<file path="config.mk">
export PLATFORM = sky130hd
export DESIGN_NAME = shift_seq_flat
export DESIGN_NICKNAME = d
export VERILOG_FILES = /design/src/rtl/shift_seq_pkg.sv /design/src/rtl/shift_seq_if.sv /design/src/rtl/shift_seq_stage.sv /design/src/rtl/shift_seq.sv /design/src/flat_wrapper.sv
export SDC_FILE = /design/constraint.sdc
export NUM_CORES = 1
export LEC_CHECK = 0
export CAP_MARGIN = 30
export CORE_AREA = 5 5 193 195
export CTS_CLUSTER_DIAMETER = 200
export DETAILED_ROUTE_END_ITERATION = 6
export DIE_AREA = 0 0 198 200
export GPL_ROUTABILITY_DRIVEN = 0
export PLACE_DENSITY = 0.46
export SLEW_MARGIN = 10
export SYNTH_ARGS = -nofsm -noshare
export SYNTH_HDL_FRONTEND = slang
export SYNTH_SLANG_ARGS = --single-unit
</file>
<file path="constraint.sdc">
create_clock -name clk -period 2.9 [get_ports clk]
set_clock_uncertainty 0.05 [all_clocks]
set_input_delay 0.58 -clock clk [delete_from_list [all_inputs] [get_ports clk]]
set_output_delay 0.58 -clock clk [all_outputs]
set_load 0.02 [all_outputs]
</file>
<file path="src/rtl/shift_seq_pkg.sv">
// Shared constants, op encodings and FSM state type for the iterative shift sequencer.
package shift_seq_pkg;

    localparam int WIDTH = 32;
    localparam int SHW   = 5;

    typedef enum logic [1:0] {
        SHOP_SLL  = 2'b00,
        SHOP_SRL  = 2'b01,
        SHOP_SRA  = 2'b10,
        SHOP_PASS = 2'b11
    } shop_e;

    typedef enum logic [1:0] {
        IDLE,
        SHIFT,
        DONE
    } state_e;

endpackage

</file>
<file path="src/rtl/shift_seq_if.sv">
// Two requester channels plus the tagged response channel of the shift sequencer.
interface shift_seq_if;
    import shift_seq_pkg::*;

    logic             req0_valid;
    logic             req0_ready;
    logic [WIDTH-1:0] req0_a;
    logic [SHW-1:0]   req0_b;
    logic [1:0]       req0_op;

    logic             req1_valid;
    logic             req1_ready;
    logic [WIDTH-1:0] req1_a;
    logic [SHW-1:0]   req1_b;
    logic [1:0]       req1_op;

    logic             rsp_valid;
    logic             rsp_ready;
    logic [WIDTH-1:0] rsp_data;
    logic             rsp_id;
    logic             busy;

    modport master (
        output req0_valid, req0_a, req0_b, req0_op,
        input  req0_ready,
        output req1_valid, req1_a, req1_b, req1_op,
        input  req1_ready,
        input  rsp_valid, rsp_data, rsp_id, busy,
        output rsp_ready
    );

    modport slave (
        input  req0_valid, req0_a, req0_b, req0_op,
        output req0_ready,
        input  req1_valid, req1_a, req1_b, req1_op,
        output req1_ready,
        output rsp_valid, rsp_data, rsp_id, busy,
        input  rsp_ready
    );

endinterface

</file>
<file path="src/rtl/shift_seq_stage.sv">
// Single reusable binary shift stage: shifts acc by 2^k according to op.
module shift_stage
    import shift_seq_pkg::*;
(
    input  logic [WIDTH-1:0] acc,
    input  logic [2:0]       k,
    input  shop_e            op,
    output logic [WIDTH-1:0] shifted
);

    logic [5:0]       sh;
    logic [WIDTH-1:0] ones;
    logic [WIDTH-1:0] sign_mask;

    always_comb begin
        sh        = 6'd1 << k;
        ones      = '1;
        // Bits vacated by a right shift; filled with the MSB for SRA.
        sign_mask = ~(ones >> sh);
        shifted   = acc;
        case (op)
            SHOP_SLL: shifted = acc << sh;
            SHOP_SRL: shifted = acc >> sh;
            SHOP_SRA: shifted = (acc >> sh) | (acc[WIDTH-1] ? sign_mask : '0);
            default:  shifted = acc;
        endcase
    end

endmodule

</file>
<file path="src/rtl/shift_seq.sv">
// Round-robin two-port arbiter and 5-stage iterative sequencer for a shared shifter.
module shift_seq
    import shift_seq_pkg::*;
(
    input  logic       clk,
    input  logic       rst,
    shift_seq_if.slave bus
);

    state_e           state_q;
    logic [2:0]       k_q;
    logic [WIDTH-1:0] acc_q;
    logic [SHW-1:0]   amt_q;
    shop_e            op_q;
    logic             id_q;
    logic             rr_q;
    logic             rsp_valid_q;
    logic [WIDTH-1:0] rsp_data_q;
    logic             rsp_id_q;
    logic             busy_q;

    logic             gnt_vld;
    logic             gnt_id_d;
    logic [WIDTH-1:0] sel_a;
    logic [SHW-1:0]   sel_b;
    logic [1:0]       sel_op;
    logic [WIDTH-1:0] stage_acc;
    logic [WIDTH-1:0] acc_d;

    always_comb begin
        gnt_id_d = 1'b0;
        case ({bus.req1_valid, bus.req0_valid})
            2'b01:   gnt_id_d = 1'b0;
            2'b10:   gnt_id_d = 1'b1;
            2'b11:   gnt_id_d = rr_q;
            default: gnt_id_d = 1'b0;
        endcase
        gnt_vld        = (bus.req0_valid | bus.req1_valid) & (state_q == IDLE) & ~rst;
        bus.req0_ready = gnt_vld & ~gnt_id_d;
        bus.req1_ready = gnt_vld & gnt_id_d;
        sel_a          = gnt_id_d ? bus.req1_a  : bus.req0_a;
        sel_b          = gnt_id_d ? bus.req1_b  : bus.req0_b;
        sel_op         = gnt_id_d ? bus.req1_op : bus.req0_op;
    end

    shift_stage u_stage (
        .acc     (acc_q),
        .k       (k_q),
        .op      (op_q),
        .shifted (stage_acc)
    );

    // The amount is consumed LSB-first, so amt_q[0] always selects the current stage.
    assign acc_d = amt_q[0] ? stage_acc : acc_q;

    always_ff @(posedge clk or posedge rst) begin
        if (rst) begin
            state_q     <= IDLE;
            k_q         <= '0;
            acc_q       <= '0;
            amt_q       <= '0;
            op_q        <= SHOP_PASS;
            id_q        <= 1'b0;
            rr_q        <= 1'b0;
            rsp_valid_q <= 1'b0;
            rsp_data_q  <= '0;
            rsp_id_q    <= 1'b0;
            busy_q      <= 1'b0;
        end else begin
            case (state_q)
                IDLE: begin
                    if (gnt_vld) begin
                        acc_q   <= sel_a;
                        amt_q   <= sel_b;
                        op_q    <= shop_e'(sel_op);
                        id_q    <= gnt_id_d;
                        k_q     <= '0;
                        rr_q    <= ~gnt_id_d;
                        busy_q  <= 1'b1;
                        state_q <= SHIFT;
                    end
                end
                SHIFT: begin
                    acc_q <= acc_d;
                    amt_q <= amt_q >> 1;
                    if (k_q == 3'd4) begin
                        k_q         <= '0;
                        rsp_valid_q <= 1'b1;
                        rsp_data_q  <= acc_d;
                        rsp_id_q    <= id_q;
                        state_q     <= DONE;
                    end else begin
                        k_q <= k_q + 3'd1;
                    end
                end
                DONE: begin
                    if (bus.rsp_ready) begin
                        rsp_valid_q <= 1'b0;
                        busy_q      <= 1'b0;
                        state_q     <= IDLE;
                    end
                end
                default: state_q <= IDLE;
            endcase
        end
    end

    assign bus.rsp_valid = rsp_valid_q;
    assign bus.rsp_data  = rsp_data_q;
    assign bus.rsp_id    = rsp_id_q;
    assign bus.busy      = busy_q;

endmodule

</file>
<file path="src/flat_wrapper.sv">
// flat-port wrapper written by rule: the top's interface ports become plain ports
module shift_seq_flat import shift_seq_pkg::*;
  (clk, rst, bus_req0_valid, bus_req0_a, bus_req0_b, bus_req0_op, bus_req0_ready, bus_req1_valid, bus_req1_a, bus_req1_b, bus_req1_op, bus_req1_ready, bus_rsp_valid, bus_rsp_data, bus_rsp_id, bus_busy, bus_rsp_ready);
  shift_seq_if bus_i ();
  input  logic clk;
  input  logic rst;
  input wire logic [$bits(bus_i.req0_valid)-1:0] bus_req0_valid;
  input wire logic [$bits(bus_i.req0_a)-1:0] bus_req0_a;
  input wire logic [$bits(bus_i.req0_b)-1:0] bus_req0_b;
  input wire logic [$bits(bus_i.req0_op)-1:0] bus_req0_op;
  output wire logic [$bits(bus_i.req0_ready)-1:0] bus_req0_ready;
  input wire logic [$bits(bus_i.req1_valid)-1:0] bus_req1_valid;
  input wire logic [$bits(bus_i.req1_a)-1:0] bus_req1_a;
  input wire logic [$bits(bus_i.req1_b)-1:0] bus_req1_b;
  input wire logic [$bits(bus_i.req1_op)-1:0] bus_req1_op;
  output wire logic [$bits(bus_i.req1_ready)-1:0] bus_req1_ready;
  output wire logic [$bits(bus_i.rsp_valid)-1:0] bus_rsp_valid;
  output wire logic [$bits(bus_i.rsp_data)-1:0] bus_rsp_data;
  output wire logic [$bits(bus_i.rsp_id)-1:0] bus_rsp_id;
  output wire logic [$bits(bus_i.busy)-1:0] bus_busy;
  input wire logic [$bits(bus_i.rsp_ready)-1:0] bus_rsp_ready;
  assign bus_i.req0_valid = bus_req0_valid;
  assign bus_i.req0_a = bus_req0_a;
  assign bus_i.req0_b = bus_req0_b;
  assign bus_i.req0_op = bus_req0_op;
  assign bus_req0_ready = bus_i.req0_ready;
  assign bus_i.req1_valid = bus_req1_valid;
  assign bus_i.req1_a = bus_req1_a;
  assign bus_i.req1_b = bus_req1_b;
  assign bus_i.req1_op = bus_req1_op;
  assign bus_req1_ready = bus_i.req1_ready;
  assign bus_rsp_valid = bus_i.rsp_valid;
  assign bus_rsp_data = bus_i.rsp_data;
  assign bus_rsp_id = bus_i.rsp_id;
  assign bus_busy = bus_i.busy;
  assign bus_i.rsp_ready = bus_rsp_ready;
  shift_seq u_core (.clk(clk), .rst(rst), .bus(bus_i));
endmodule
</file>
==> results of run 1 <==
-- worst paths after layout --
| check | start | cells past startpoint | end | slack, ns |
|---|---|---|---|---|
| worst min register to register | u_core.id_q | 2 | u_core.bus.rsp_id | 0.43 |
| max in group asynchronous | rst | 3 | u_core.acc_q[30] | 1.58 |
| min in group asynchronous | rst | 2 | u_core.bus.busy | 0.58 |
| worst min-delay path | u_core.id_q | 2 | u_core.bus.rsp_id | 0.43 |
| worst max-delay path | u_core.k_q[0] | 13 | u_core.acc_q[19] | -0.05 |
| worst max register to register | u_core.k_q[0] | 13 | u_core.acc_q[19] | -0.05 |
-- cell usage after synthesis, types with 6 or more instances --
cell type,count
clkbuf_1,78
nor3_1,20
o22ai_1,29
mux4_2,26
dfrtp_1,79
mux2_2,11
nor2b_1,16
a221oi_1,16
nand4_1,9
a31oi_1,11
nand3_1,22
a22oi_1,25
o21ai_1,39
inv_1,20
o21a_1,6
o221ai_1,20
a2bb2oi_1,8
a21oi_1,51
and3_1,8
o21ai_0,47
or3_1,7
buf_4,9
nand2_1,137
mux2i_1,51
a211o_1,7
a21o_1,10
nand3b_1,9
buf_6,6
buf_2,35
nand2b_1,11
and2_1,7
a222oi_1,32
o31ai_1,13
a211oi_1,17
nor2_1,79
ha_1,9
o211ai_1,17
-- repair_timing --
action | 4_1_cts | 5_1_grt
buffers inserted | 12 | 19
gates resized for setup | 41 | 104
pin swaps | 10 | 36
setup endpoints to repair | 48 | 52
-- logic make-up after synthesis --
family,after synthesis
xor gates and xnor gates,2
AOI/OAI and AO/OA,408
buffers and inverters,152
and+or+nand+nor,354
muxes,88
adders and majority gates,9
DFF,81
-- flip-flops by register name (all words and copies together) (netlist names) --
register and flops:
u_core.acc_q 32, u_core.amt_q 5, u_core.bus.busy 1, u_core.bus.rsp_data 32
u_core.bus.rsp_id 1, u_core.bus.rsp_valid 1, u_core.id_q 1, u_core.k_q 3
u_core.op_q 2, u_core.rr_q 1, u_core.state_q 2
-- layer usage --
metal	global-route usage, %	vias up
met4	16.3	0
met1	32.4	5522
met5	0	-
met2	38.9	925
met3	5.61	256
li1	-	4790
-- layout make-up --
class / count / share of cell area, %
well taps: 461 / 4.39
inverters: 21 / 0.610
clock buffers: 10 / 1.82
multi-input cells: 861 / 50.2
repair buffers: 395 / 26.6
flip-flops and latches: 81 / 15.5
clock inverters: 6 / 0.876
-- worst min-delay path, stage by stage (launching register included) --
cell,delay [ns]
dfrtp_1,0.35
nand2_1,0.06
nand2_1,0.05
-- per-stage QoR --
stage                     hold slack [ns]  TNS, ns  instance area [um2]
final                               0.434   -0.104                13100
after detailed placement            0.416    -3.26                11900
after CTS                           0.432   -0.233                12500
after global placement              0.408    -3.40                11900
after global routing                0.447   -0.565                13100
after floorplan                     0.389        0                 8710
==> summary.txt, run 1 <==
Critical path
  – CP Launch Type: flip-flop
  – Crit Path Class: flip-flop to flip-flop
  – CP max stage cell: or3b_4
  – Arrival @ worst endpoint: 3.13 ns
  – CP Cell Sequence: inv_2 > ha_4 > buf_6 > buf_4 > or3b_4 > buf_6 > a211o_1 > o211ai_1 > nor2_1 > nor4_2 > buf_4 > a21o_1 > nand2_1
  – Crit. End Element: flip-flop
  – Required time of the critical path: 3.08 ns
  – CP bufs+invs: 5
  – Largest stage delay, worst path: 0.43 ns
  – Critical Path Fanout Max: 6
  – Cell family with most CP delay: simple AND/OR/NAND/NOR gates

Layout
  – Register area: 2030 um2
  – Most frequent cells in the layout: 245 x buf_4, 132 x nand2_1, 119 x clkdlybuf4s50_1
  – Fin util: 37.3%
  – Final Non-Filler Cells: 1835
  – Layout area overhead: 50.8%
  – Layout fillers: 3695
  – Commonest non-fill, non-tap cell in the layout: buf_4
  – Area of the multi-input gates: 6600 um2
  – Diodes inserted: 0
  – Final net count: 1461
  – Fraction of layout cells with a size suffix above 1: 33.0%

Global route
  – Largest net degree at the start of global routing: 41
  – First-pass GRT wire length: 75500 um
  – Vias in the first global route: 11000
  – Tot GR Track Use: 25.4%
  – Gr ovfl total: 0
  – Initial antenna violation count: 1

Drt
  – DRT Wirelength: 52500 um
  – Top routing layer used: met4
  – Drt pass-1 iters: 7
  – Met3 WL: 5880 um
  – Vias per cell: 6.26
  – Routed via count: 11500
  – Wire length per cell: 28.6 um
  – DRC: 7
  – DR WL met2: 22800 um
  – Antenna-violating nets left: 0
  – DR iter-0 viols: 1514
  – Routed met1 length: 19700 um

Synthesis
  – Synth cell types: 81
  – Seq/Total Area, Yosys: 23.3%
  – Syn. warnings: 0
  – Syn nets: 1186
  – Synth Instances: 1094
  – Largest area contributor in the netlist: dfrtp_1
  – Adder-cell share of the synthesized area: 1.29%
  – Synth Area in Simple Gates: 19.6%
  – Main combinational cell family by area after synthesis: compound AO/OA/AOI/OAI gates
  – Yosys reg bits: 81
  – Synth Flop Type: dfrtp_1
  – Compound-cell area share of the yosys netlist: 33.6%
  – Fraction of synthesized cell area in xor and xnor cells: 0.201%
  – Ranking of synthesized cells by area: dfrtp_1 23%, mux4_2 6.7%, nand2_1 5.9%, mux2i_1 5.9%, a222oi_1 3.7%
  – Async SR Flop Fraction: 100%
  – Synthesized area per cell: 7.96 um2
  – Post-synth top area share: 22.7%
  – Mapped Area: 8710 um2
  – Number of synthesized flops with an enable pin: 0
  – Multiplexer share of the synthesized area: 14.0%

Floorplanning
  – # rows: 69
  – Die Span Y: 200 um
  – Die X: 198 um
  – Ports: 120
  – Initial Utilization: 24.7%
  – Die area: 39600 um2
  – Core area: 35200 um2

Placement
  – IO buf count: 119
  – Post-Place Worst Slack: -0.322 ns
  – Cells after DPL: 1789
  – Post-DP HPWL: 40200 um

Timing
  – Setup Viol. Count Final: 4
  – Final worst-path setup slack: -0.0507 ns
  – Final hold vios: 0
  – Unrepaired setup endpoints after global routing: true
  – Relative slew slack: 44.1%
  – Post-route minimum period: 2.95 ns
  – Fmax: 339 MHz
  – Period utilisation layout: 102%
  – Slew Limit Fails: 0
  – Slew @ Worst Pin: 0.839 ns

Outcome
  – Failing checks: design-rule violations, negative setup slack
  – Outcome: finished, violations left

CTS
  – CTS Buf Count: 9
  – Root buf cell: clkbuf_16
  – CTS Buffer Depth: 2
  – Cts hold-fix bufs: 0
  – Sink Count: 81
  – TritonCTS clock tree: built
  – Worst-skew pair later-pin latency: 0.36 ns
  – Clock slew at reported path FFs: 0.07 ns
  – H-tree Lvls: 3

Min path
  – Hold crit path type: flip-flop to flip-flop

Job
  – Max Cap Viol: 0
Power of run 1 is left out: the tool's default activity adds up to more than one toggle a clock period on the data nets, which glitch-free logic cannot reach.
==> run 2: changes to the inputs <==
--- a/config.mk
+++ b/config.mk
@@ -12,7 +12,7 @@
 export DIE_AREA = 0 0 198 200
 export GPL_ROUTABILITY_DRIVEN = 0
 export PLACE_DENSITY = 0.46
-export SLEW_MARGIN = 10
+export SLEW_MARGIN = 20
 export SYNTH_ARGS = -nofsm -noshare
 export SYNTH_HDL_FRONTEND = slang
 export SYNTH_SLANG_ARGS = --single-unit
==> results of run 2 <==
No change in the layout: final DEF, timing and power equal those of run 1.
Power of run 2 is left out for the same reason.
